`config.mk`:
```
export PLATFORM = sky130hd
export DESIGN_NAME = turn_phase_ctrl_flat
export DESIGN_NICKNAME = d
export VERILOG_FILES = /design/src/rtl/chicken_pkg.sv /design/src/rtl/turn_phase_ctrl_if.sv /design/src/rtl/phase_timer.sv /design/src/rtl/turn_phase_ctrl.sv /design/src/flat_wrapper.sv
export SDC_FILE = /design/constraint.sdc
export NUM_CORES = 1
export LEC_CHECK = 0
export ABC_AREA = 1
export CAP_MARGIN = 0
export CORE_ASPECT_RATIO = 0.5
export CORE_MARGIN = 2
export CORE_UTILIZATION = 39
export DETAILED_ROUTE_END_ITERATION = 16
export DONT_BUFFER_PORTS = 1
export MAX_ROUTING_LAYER = met4
export SLEW_MARGIN = 20
export SYNTH_ARGS = -nofsm -noshare
export SYNTH_HDL_FRONTEND = slang
export SYNTH_SLANG_ARGS = --single-unit
```
`constraint.sdc`:
```
create_clock -name clk -period 1.6 [get_ports clk]
set_input_delay 0.32 -clock clk [delete_from_list [all_inputs] [get_ports clk]]
set_output_delay 0.32 -clock clk [all_outputs]
set_load 0.05 [all_outputs]
```
`src/rtl/chicken_pkg.sv`:
```
// Shared encodings for the chicken-race phase controller: state codes, player-count
// encodings and the player-count decode helper.
package chicken_pkg;

  typedef enum logic [2:0] {
    ST_IDLE      = 3'b000,
    ST_WAIT_FLIP = 3'b001,
    ST_REVEAL    = 3'b010,
    ST_JUDGE     = 3'b011,
    ST_MOVE      = 3'b100,
    ST_NEXT_TURN = 3'b101,
    ST_WIN       = 3'b110
  } state_t;

  localparam logic [1:0] NP_2 = 2'b00;
  localparam logic [1:0] NP_3 = 2'b01;
  localparam logic [1:0] NP_4 = 2'b10;

  localparam int MAX_PLAYERS = 4;

  function automatic logic [2:0] player_count(input logic [1:0] np);
    case (np)
      NP_2:    return 3'd2;
      NP_3:    return 3'd3;
      default: return 3'd4;
    endcase
  endfunction

endpackage

```
`src/rtl/turn_phase_ctrl_if.sv`:
```
// Control/status bundle between the tile-flip logic, the turn tracker and the phase FSM.
// PW is the per-player position width, $clog2(TRACK_LEN).
interface turn_phase_ctrl_if #(parameter int PW = 5);
  logic            start;
  logic [1:0]      n_players;
  logic [1:0]      cur_turn;
  logic            flip_valid;
  logic            flip_match;
  logic [2:0]      q;
  logic            next_turn;
  logic            reveal_on;
  logic [4*PW-1:0] pos_flat;
  logic            win_valid;
  logic [1:0]      winner;

  modport slave (
    input  start, n_players, cur_turn, flip_valid, flip_match,
    output q, next_turn, reveal_on, pos_flat, win_valid, winner
  );

  modport master (
    output start, n_players, cur_turn, flip_valid, flip_match,
    input  q, next_turn, reveal_on, pos_flat, win_valid, winner
  );
endinterface

```
`src/rtl/phase_timer.sv`:
```
// Load/count-down timer: load_i presets the count, en_i decrements it, and done_o is
// high on the last enabled cycle of the interval (count == 1), giving exactly load_val cycles.
module phase_timer #(
  parameter int W = 8
) (
  input  logic         clk,
  input  logic         rst_n,
  input  logic         load_i,
  input  logic         en_i,
  input  logic [W-1:0] load_val_i,
  output logic         done_o
);

  logic [W-1:0] cnt_q, cnt_d;

  always_comb begin
    cnt_d = cnt_q;
    if (load_i) begin
      cnt_d = load_val_i;
    end else if (en_i && (cnt_q != '0)) begin
      cnt_d = cnt_q - 1'b1;
    end
  end

  always_ff @(posedge clk or negedge rst_n) begin
    if (!rst_n) begin
      cnt_q <= '0;
    end else begin
      cnt_q <= cnt_d;
    end
  end

  assign done_o = en_i && (cnt_q == W'(1));

endmodule

```
`src/rtl/turn_phase_ctrl.sv`:
```
// Turn phase FSM (flip -> reveal -> judge -> move -> next_turn) with per-player track state.
// Optional flip timeout in WAIT_FLIP when TURN_TIMEOUT_EN is defined.
module turn_phase_ctrl
  import chicken_pkg::*;
#(
  parameter int TRACK_LEN      = 24,
  parameter int WIN_LAPS       = 1,
  parameter int REVEAL_CYCLES  = 50,
  parameter int TIMEOUT_CYCLES = 1000
) (
  input  logic              clk,
  input  logic              rst_n,
  turn_phase_ctrl_if.slave  bus
);

  localparam int            PW       = $clog2(TRACK_LEN);
  localparam int            RW       = $clog2(REVEAL_CYCLES + 1);
  localparam logic [PW-1:0] POS_LAST = PW'(TRACK_LEN - 1);

  state_t        state_q, state_d;
  logic [PW-1:0] pos_q  [MAX_PLAYERS];
  logic [PW-1:0] pos_d  [MAX_PLAYERS];
  logic [1:0]    laps_q [MAX_PLAYERS];
  logic [1:0]    laps_d [MAX_PLAYERS];
  logic [2:0]    nplay_q, nplay_d;
  logic          match_q, match_d;
  logic [1:0]    winner_q, winner_d;
  logic          next_turn_q;
  logic          enter_reveal;
  logic          reveal_done;
  logic          timeout;
  logic [PW-1:0] cur_pos;
  logic [1:0]    cur_laps;
  logic [1:0]    lap_nxt;

  always_comb begin
    state_d      = state_q;
    pos_d        = pos_q;
    laps_d       = laps_q;
    nplay_d      = nplay_q;
    match_d      = match_q;
    winner_d     = winner_q;
    enter_reveal = 1'b0;
    cur_pos      = pos_q[bus.cur_turn];
    cur_laps     = laps_q[bus.cur_turn];
    lap_nxt      = (cur_laps == 2'd3) ? 2'd3 : cur_laps + 2'd1;

    case (state_q)
      ST_IDLE, ST_WIN: begin
        if (bus.start) begin
          state_d  = ST_WAIT_FLIP;
          nplay_d  = player_count(bus.n_players);
          winner_d = '0;
          for (int i = 0; i < MAX_PLAYERS; i++) begin
            pos_d[i]  = '0;
            laps_d[i] = '0;
          end
        end
      end
      // A flip on the same cycle the timeout expires still counts as a flip.
      ST_WAIT_FLIP: begin
        if (bus.flip_valid) begin
          state_d      = ST_REVEAL;
          match_d      = bus.flip_match;
          enter_reveal = 1'b1;
        end else if (timeout) begin
          state_d = ST_NEXT_TURN;
        end
      end
      ST_REVEAL: begin
        if (reveal_done) state_d = ST_JUDGE;
      end
      ST_JUDGE: begin
        state_d = (match_q && ({1'b0, bus.cur_turn} < nplay_q)) ? ST_MOVE : ST_NEXT_TURN;
      end
      ST_MOVE: begin
        state_d = ST_NEXT_TURN;
        if (cur_pos == POS_LAST) begin
          pos_d[bus.cur_turn]  = '0;
          laps_d[bus.cur_turn] = lap_nxt;
          if (lap_nxt == 2'(WIN_LAPS)) begin
            state_d  = ST_WIN;
            winner_d = bus.cur_turn;
          end
        end else begin
          pos_d[bus.cur_turn] = cur_pos + 1'b1;
        end
      end
      ST_NEXT_TURN: state_d = ST_WAIT_FLIP;
      default:      state_d = ST_IDLE;
    endcase
  end

  always_ff @(posedge clk or negedge rst_n) begin
    if (!rst_n) begin
      state_q     <= ST_IDLE;
      nplay_q     <= 3'd2;
      match_q     <= 1'b0;
      winner_q    <= '0;
      next_turn_q <= 1'b0;
      for (int i = 0; i < MAX_PLAYERS; i++) begin
        pos_q[i]  <= '0;
        laps_q[i] <= '0;
      end
    end else begin
      state_q     <= state_d;
      nplay_q     <= nplay_d;
      match_q     <= match_d;
      winner_q    <= winner_d;
      next_turn_q <= (state_d == ST_NEXT_TURN);
      pos_q       <= pos_d;
      laps_q      <= laps_d;
    end
  end

  phase_timer #(.W(RW)) u_reveal_timer (
    .clk        (clk),
    .rst_n      (rst_n),
    .load_i     (enter_reveal),
    .en_i       (state_q == ST_REVEAL),
    .load_val_i (RW'(REVEAL_CYCLES)),
    .done_o     (reveal_done)
  );

`ifdef TURN_TIMEOUT_EN
  localparam int TW = $clog2(TIMEOUT_CYCLES + 1);
  logic enter_wait;

  // Reloading on every entry means the count never carries over between turns.
  assign enter_wait = (state_d == ST_WAIT_FLIP) && (state_q != ST_WAIT_FLIP);

  phase_timer #(.W(TW)) u_timeout_timer (
    .clk        (clk),
    .rst_n      (rst_n),
    .load_i     (enter_wait),
    .en_i       (state_q == ST_WAIT_FLIP),
    .load_val_i (TW'(TIMEOUT_CYCLES)),
    .done_o     (timeout)
  );
`else
  assign timeout = 1'b0;
`endif

  assign bus.q         = state_q;
  assign bus.next_turn = next_turn_q;
  assign bus.reveal_on = (state_q == ST_REVEAL);
  assign bus.win_valid = (state_q == ST_WIN);
  assign bus.winner    = winner_q;
  assign bus.pos_flat  = {pos_q[3], pos_q[2], pos_q[1], pos_q[0]};

endmodule

```
`src/flat_wrapper.sv`:
```
// flat-port wrapper written by rule: the top's interface ports become plain ports
module turn_phase_ctrl_flat import chicken_pkg::*;
#(
  parameter int TRACK_LEN      = 24,
  parameter int WIN_LAPS       = 1,
  parameter int REVEAL_CYCLES  = 50,
  parameter int TIMEOUT_CYCLES = 1000
)
  (clk, rst_n, bus_start, bus_n_players, bus_cur_turn, bus_flip_valid, bus_flip_match, bus_q, bus_next_turn, bus_reveal_on, bus_pos_flat, bus_win_valid, bus_winner);
  turn_phase_ctrl_if #(.PW(($clog2(TRACK_LEN)))) bus_i ();
  input  logic clk;
  input  logic rst_n;
  input wire logic [$bits(bus_i.start)-1:0] bus_start;
  input wire logic [$bits(bus_i.n_players)-1:0] bus_n_players;
  input wire logic [$bits(bus_i.cur_turn)-1:0] bus_cur_turn;
  input wire logic [$bits(bus_i.flip_valid)-1:0] bus_flip_valid;
  input wire logic [$bits(bus_i.flip_match)-1:0] bus_flip_match;
  output wire logic [$bits(bus_i.q)-1:0] bus_q;
  output wire logic [$bits(bus_i.next_turn)-1:0] bus_next_turn;
  output wire logic [$bits(bus_i.reveal_on)-1:0] bus_reveal_on;
  output wire logic [$bits(bus_i.pos_flat)-1:0] bus_pos_flat;
  output wire logic [$bits(bus_i.win_valid)-1:0] bus_win_valid;
  output wire logic [$bits(bus_i.winner)-1:0] bus_winner;
  assign bus_i.start = bus_start;
  assign bus_i.n_players = bus_n_players;
  assign bus_i.cur_turn = bus_cur_turn;
  assign bus_i.flip_valid = bus_flip_valid;
  assign bus_i.flip_match = bus_flip_match;
  assign bus_q = bus_i.q;
  assign bus_next_turn = bus_i.next_turn;
  assign bus_reveal_on = bus_i.reveal_on;
  assign bus_pos_flat = bus_i.pos_flat;
  assign bus_win_valid = bus_i.win_valid;
  assign bus_winner = bus_i.winner;
  turn_phase_ctrl #(.TRACK_LEN(TRACK_LEN), .WIN_LAPS(WIN_LAPS), .REVEAL_CYCLES(REVEAL_CYCLES), .TIMEOUT_CYCLES(TIMEOUT_CYCLES)) u_core (.clk(clk), .rst_n(rst_n), .bus(bus_i));
endmodule
```
==> qor.txt <==
status = complete, but fails checks
failing checks = negative setup slack
Inserted Clock Buffers = 5
Worst EP arrival = 1950 ps
clock latency at the later pin of the worst-skew pair = 290 ps
Pins Over Slew Limit = 0
met1 Use GR = 30.8%
Clk pin slew, worst setup/hold paths = 70 ps
Clock Root Buffer = clkbuf_16
hold path start = bus_n_players[1]
Nets = 473
drt first pass iters = 4
Seq/Total Area, Yosys = 39.8%
CP Capture Type = register
total global routing overflow = 0
Die Height = 63.6 um
clock tree buffer depth = 2
count leader, synth = nand2_1
CP max-delay cell = dfrtp_2
cells after synthesis = 391
slowest stage delay, CP = 380 ps
drt initial violations = 208
first-pass GRT wire length = 13,400 um
final WL = 8000 um
FP Rows = 21
global placer's final weighted congestion = 0.963
clock tree sinks = 44
reg2reg setup slack = -130 ps
DP HPWL = 5870 um
fraction of layout cells with a size suffix above 1 = 34.6%
Post-synth EDFFs = 0
Hold Path Class = primary input to register
via count = 2,834
buffer and inverter count on the worst path = 2
leading area contributor after synthesis = dfrtp_1
drt via density = 5.13
Overall Power = 5300 uW
core area = 6780 um2
Worst R2R Path Depth = 13
initial antenna violation count = 0
Synth Register Bits = 44
post-route minimum period = 1730 ps
H-tree depth = 2
fin worst setup slack = -134 ps
Synth-to-Final Area Change = 36.0%
Synth top area share = 38.8%
Final Hold Fails = 0
worst r2r src = u_core.bus.pos_flat[1]$_DFFE_PN0P_
# diodes = 0
Cell Pwr Density = 1410 nW/um2
I/O pins = 37
drt wl/cell = 14.5 um
asr flop ratio synth = 100%
vias in the first global route = 2,758
Fin Setup TNS = -2370 ps
starting density of the core = 40.9%
commonest cells in the netlist = nand2_1, dfrtp_1, inv_1
syn avg cell area = 7.09 um2
final clock skew = 8.26 ps
startpoint types = register
max-cap viol count = 0
Worst-Margin Slew = 507 ps
kind of critical path = register to register
Hold Path End = u_core.nplay_q[1]$_DFFE_PN1P_
# DRC = 0
hold depth = 1
total track usage = 22.2%
fin crit share = 108%
Fillers = 611
Setup-failing EPs final = 29
CP top delay family = simple AND/OR/NAND/NOR gates
Peak supply drop = 0.00126 V
Die ar. = 7840 um2
Netlist Area Pre-Place = 2770 um2
M3 GR Usage = 5.43%
port bufs = 0
Rel. slew slack = 66.2%
Synth Warn # = 0
crit path cell chain = inv_2 > o21ai_1 > nand2_1 > nand2_2 > ha_4 > inv_4 > nor2_4 > nand2_4 > nand2_8 > nand2_8 > nor2_4 > nand2_2 > o21ai_2
worst reg2reg endpoint = u_core.laps_q[4]$_DFFE_PN0P_
worst path required time = 1810 ps
ys flop type = dfrtp_1
fmax = 0.577 GHz
number of library cell types mapped by synthesis = 28
Top Usage Layer GRT = met2
TritonCTS clock tree = done
Routed Antenna Nets = 0
GR Util met2 = 33.2%
Leakage = 0.00187 uW
RSZ-0062 raised after global routing = yes
Worst Path Max Fanout = 6
largest net degree at the start of global routing = 45
Synth Net Count = 405
Setup Slack @ Placement = -114 ps
dominant cells by area after synthesis = dfrtp_1, nand2_1, nand3_1
die width = 123 um
stage by stage:
stage | hold slack (ps) | instances | utilization [%] | cell area [um2]
5_1_grt | 109 | 552 | 55.6 | 3770
2_1_floorplan | 24.4 | 391 | - | 2860
6_report | 105 | 552 | 55.6 | 3770
3_3_place_gp | 26.0 | 534 | 49.6 | 3360
3_5_place_dp | 25.7 | 534 | 49.6 | 3360
4_1_cts | 99.9 | 548 | 54.2 | 3670
placed cells by master (no fill, tap or decap), drive strengths merged:
master	netlist	routed
nand2	133	134
buf	7	66
inv	50	50
o21ai	50	50
dfrtp	43	43
nand3	37	37
nor2	37	37
a21oi	9	9
nor3	6	6
nand4	6	6
clkbuf	0	6
ha	5	5
nand3b	2	2
o22ai	2	2
clkinv	0	2
or3	1	1
nor4	1	1
or2	1	1
dlygate4sd3	0	1
dfstp	1	1
cell families (layout without fill, tap and decap cells):
kind of cell	Yosys count	in the layout	synth area share, %
buffers and inverters	57	125	9.21
and+or+nand+nor	224	225	37.4
DFF	44	44	39.8
adders and majority gates	5	5	2.26
AOI/OAI and AO/OA	61	61	11.4
final cells by class:
type / instances / area [um2] / share of cell area, %
multi-input combinational: 291 / 1610 / 42.8
sequential: 44 / 1120 / 29.6
timing repair buffer: 67 / 573 / 15.2
inverter: 50 / 203 / 5.38
clock buffer: 6 / 139 / 3.68
tap: 92 / 115 / 3.05
clock inverter: 2 / 10.0 / 0.266
worst max-delay path by stage:
stage                                   startpoint                                 end  cells after the start
4_1_cts        u_core.bus.pos_flat[10]$_DFFE_PN0P_  u_core.bus.pos_flat[3]$_DFFE_PN0P_                     13
5_1_grt        u_core.bus.pos_flat[10]$_DFFE_PN0P_  u_core.bus.pos_flat[4]$_DFFE_PN0P_                     13
6_report        u_core.bus.pos_flat[1]$_DFFE_PN0P_        u_core.laps_q[4]$_DFFE_PN0P_                     13
2_1_floorplan                      bus_cur_turn[0]  u_core.bus.pos_flat[3]$_DFFE_PN0P_                     15
3_3_place_gp    u_core.bus.pos_flat[0]$_DFFE_PN0P_  u_core.bus.pos_flat[4]$_DFFE_PN0P_                     14
3_5_place_dp    u_core.bus.pos_flat[5]$_DFFE_PN0P_  u_core.bus.pos_flat[3]$_DFFE_PN0P_                     13
power by group:
part / internal, uW / switching (uW)
logic: 932 / 1720
registers: 1360 / 217
clock network: 617 / 452
total: 2910 / 2390
registers in the layout, indices dropped and copies added, names as in the netlist:
name,cells
u_core.bus.next_turn,1
u_core.bus.pos_flat,20
u_core.bus.q,3
u_core.bus.winner,2
u_core.laps_q,8
u_core.match_q,1
u_core.nplay_q,3
u_core.u_reveal_timer.cnt_q,6
routing by layer:
metal	share of wire (%)	routed length [um]
met5	0	0
met4	0.84	67
met3	6.5	520
met2	45	3580
met1	48	3830
timing repair:
item	CTS	global route
setup buffers	3	4
setup endpoints to repair	32	34
pin swaps	6	17
endpoints found under the hold margin	44	0
resized for setup	21	24
hold buffers	2	0
cloned	1	0
No activity file was read; power rests on OpenSTA's default activity.
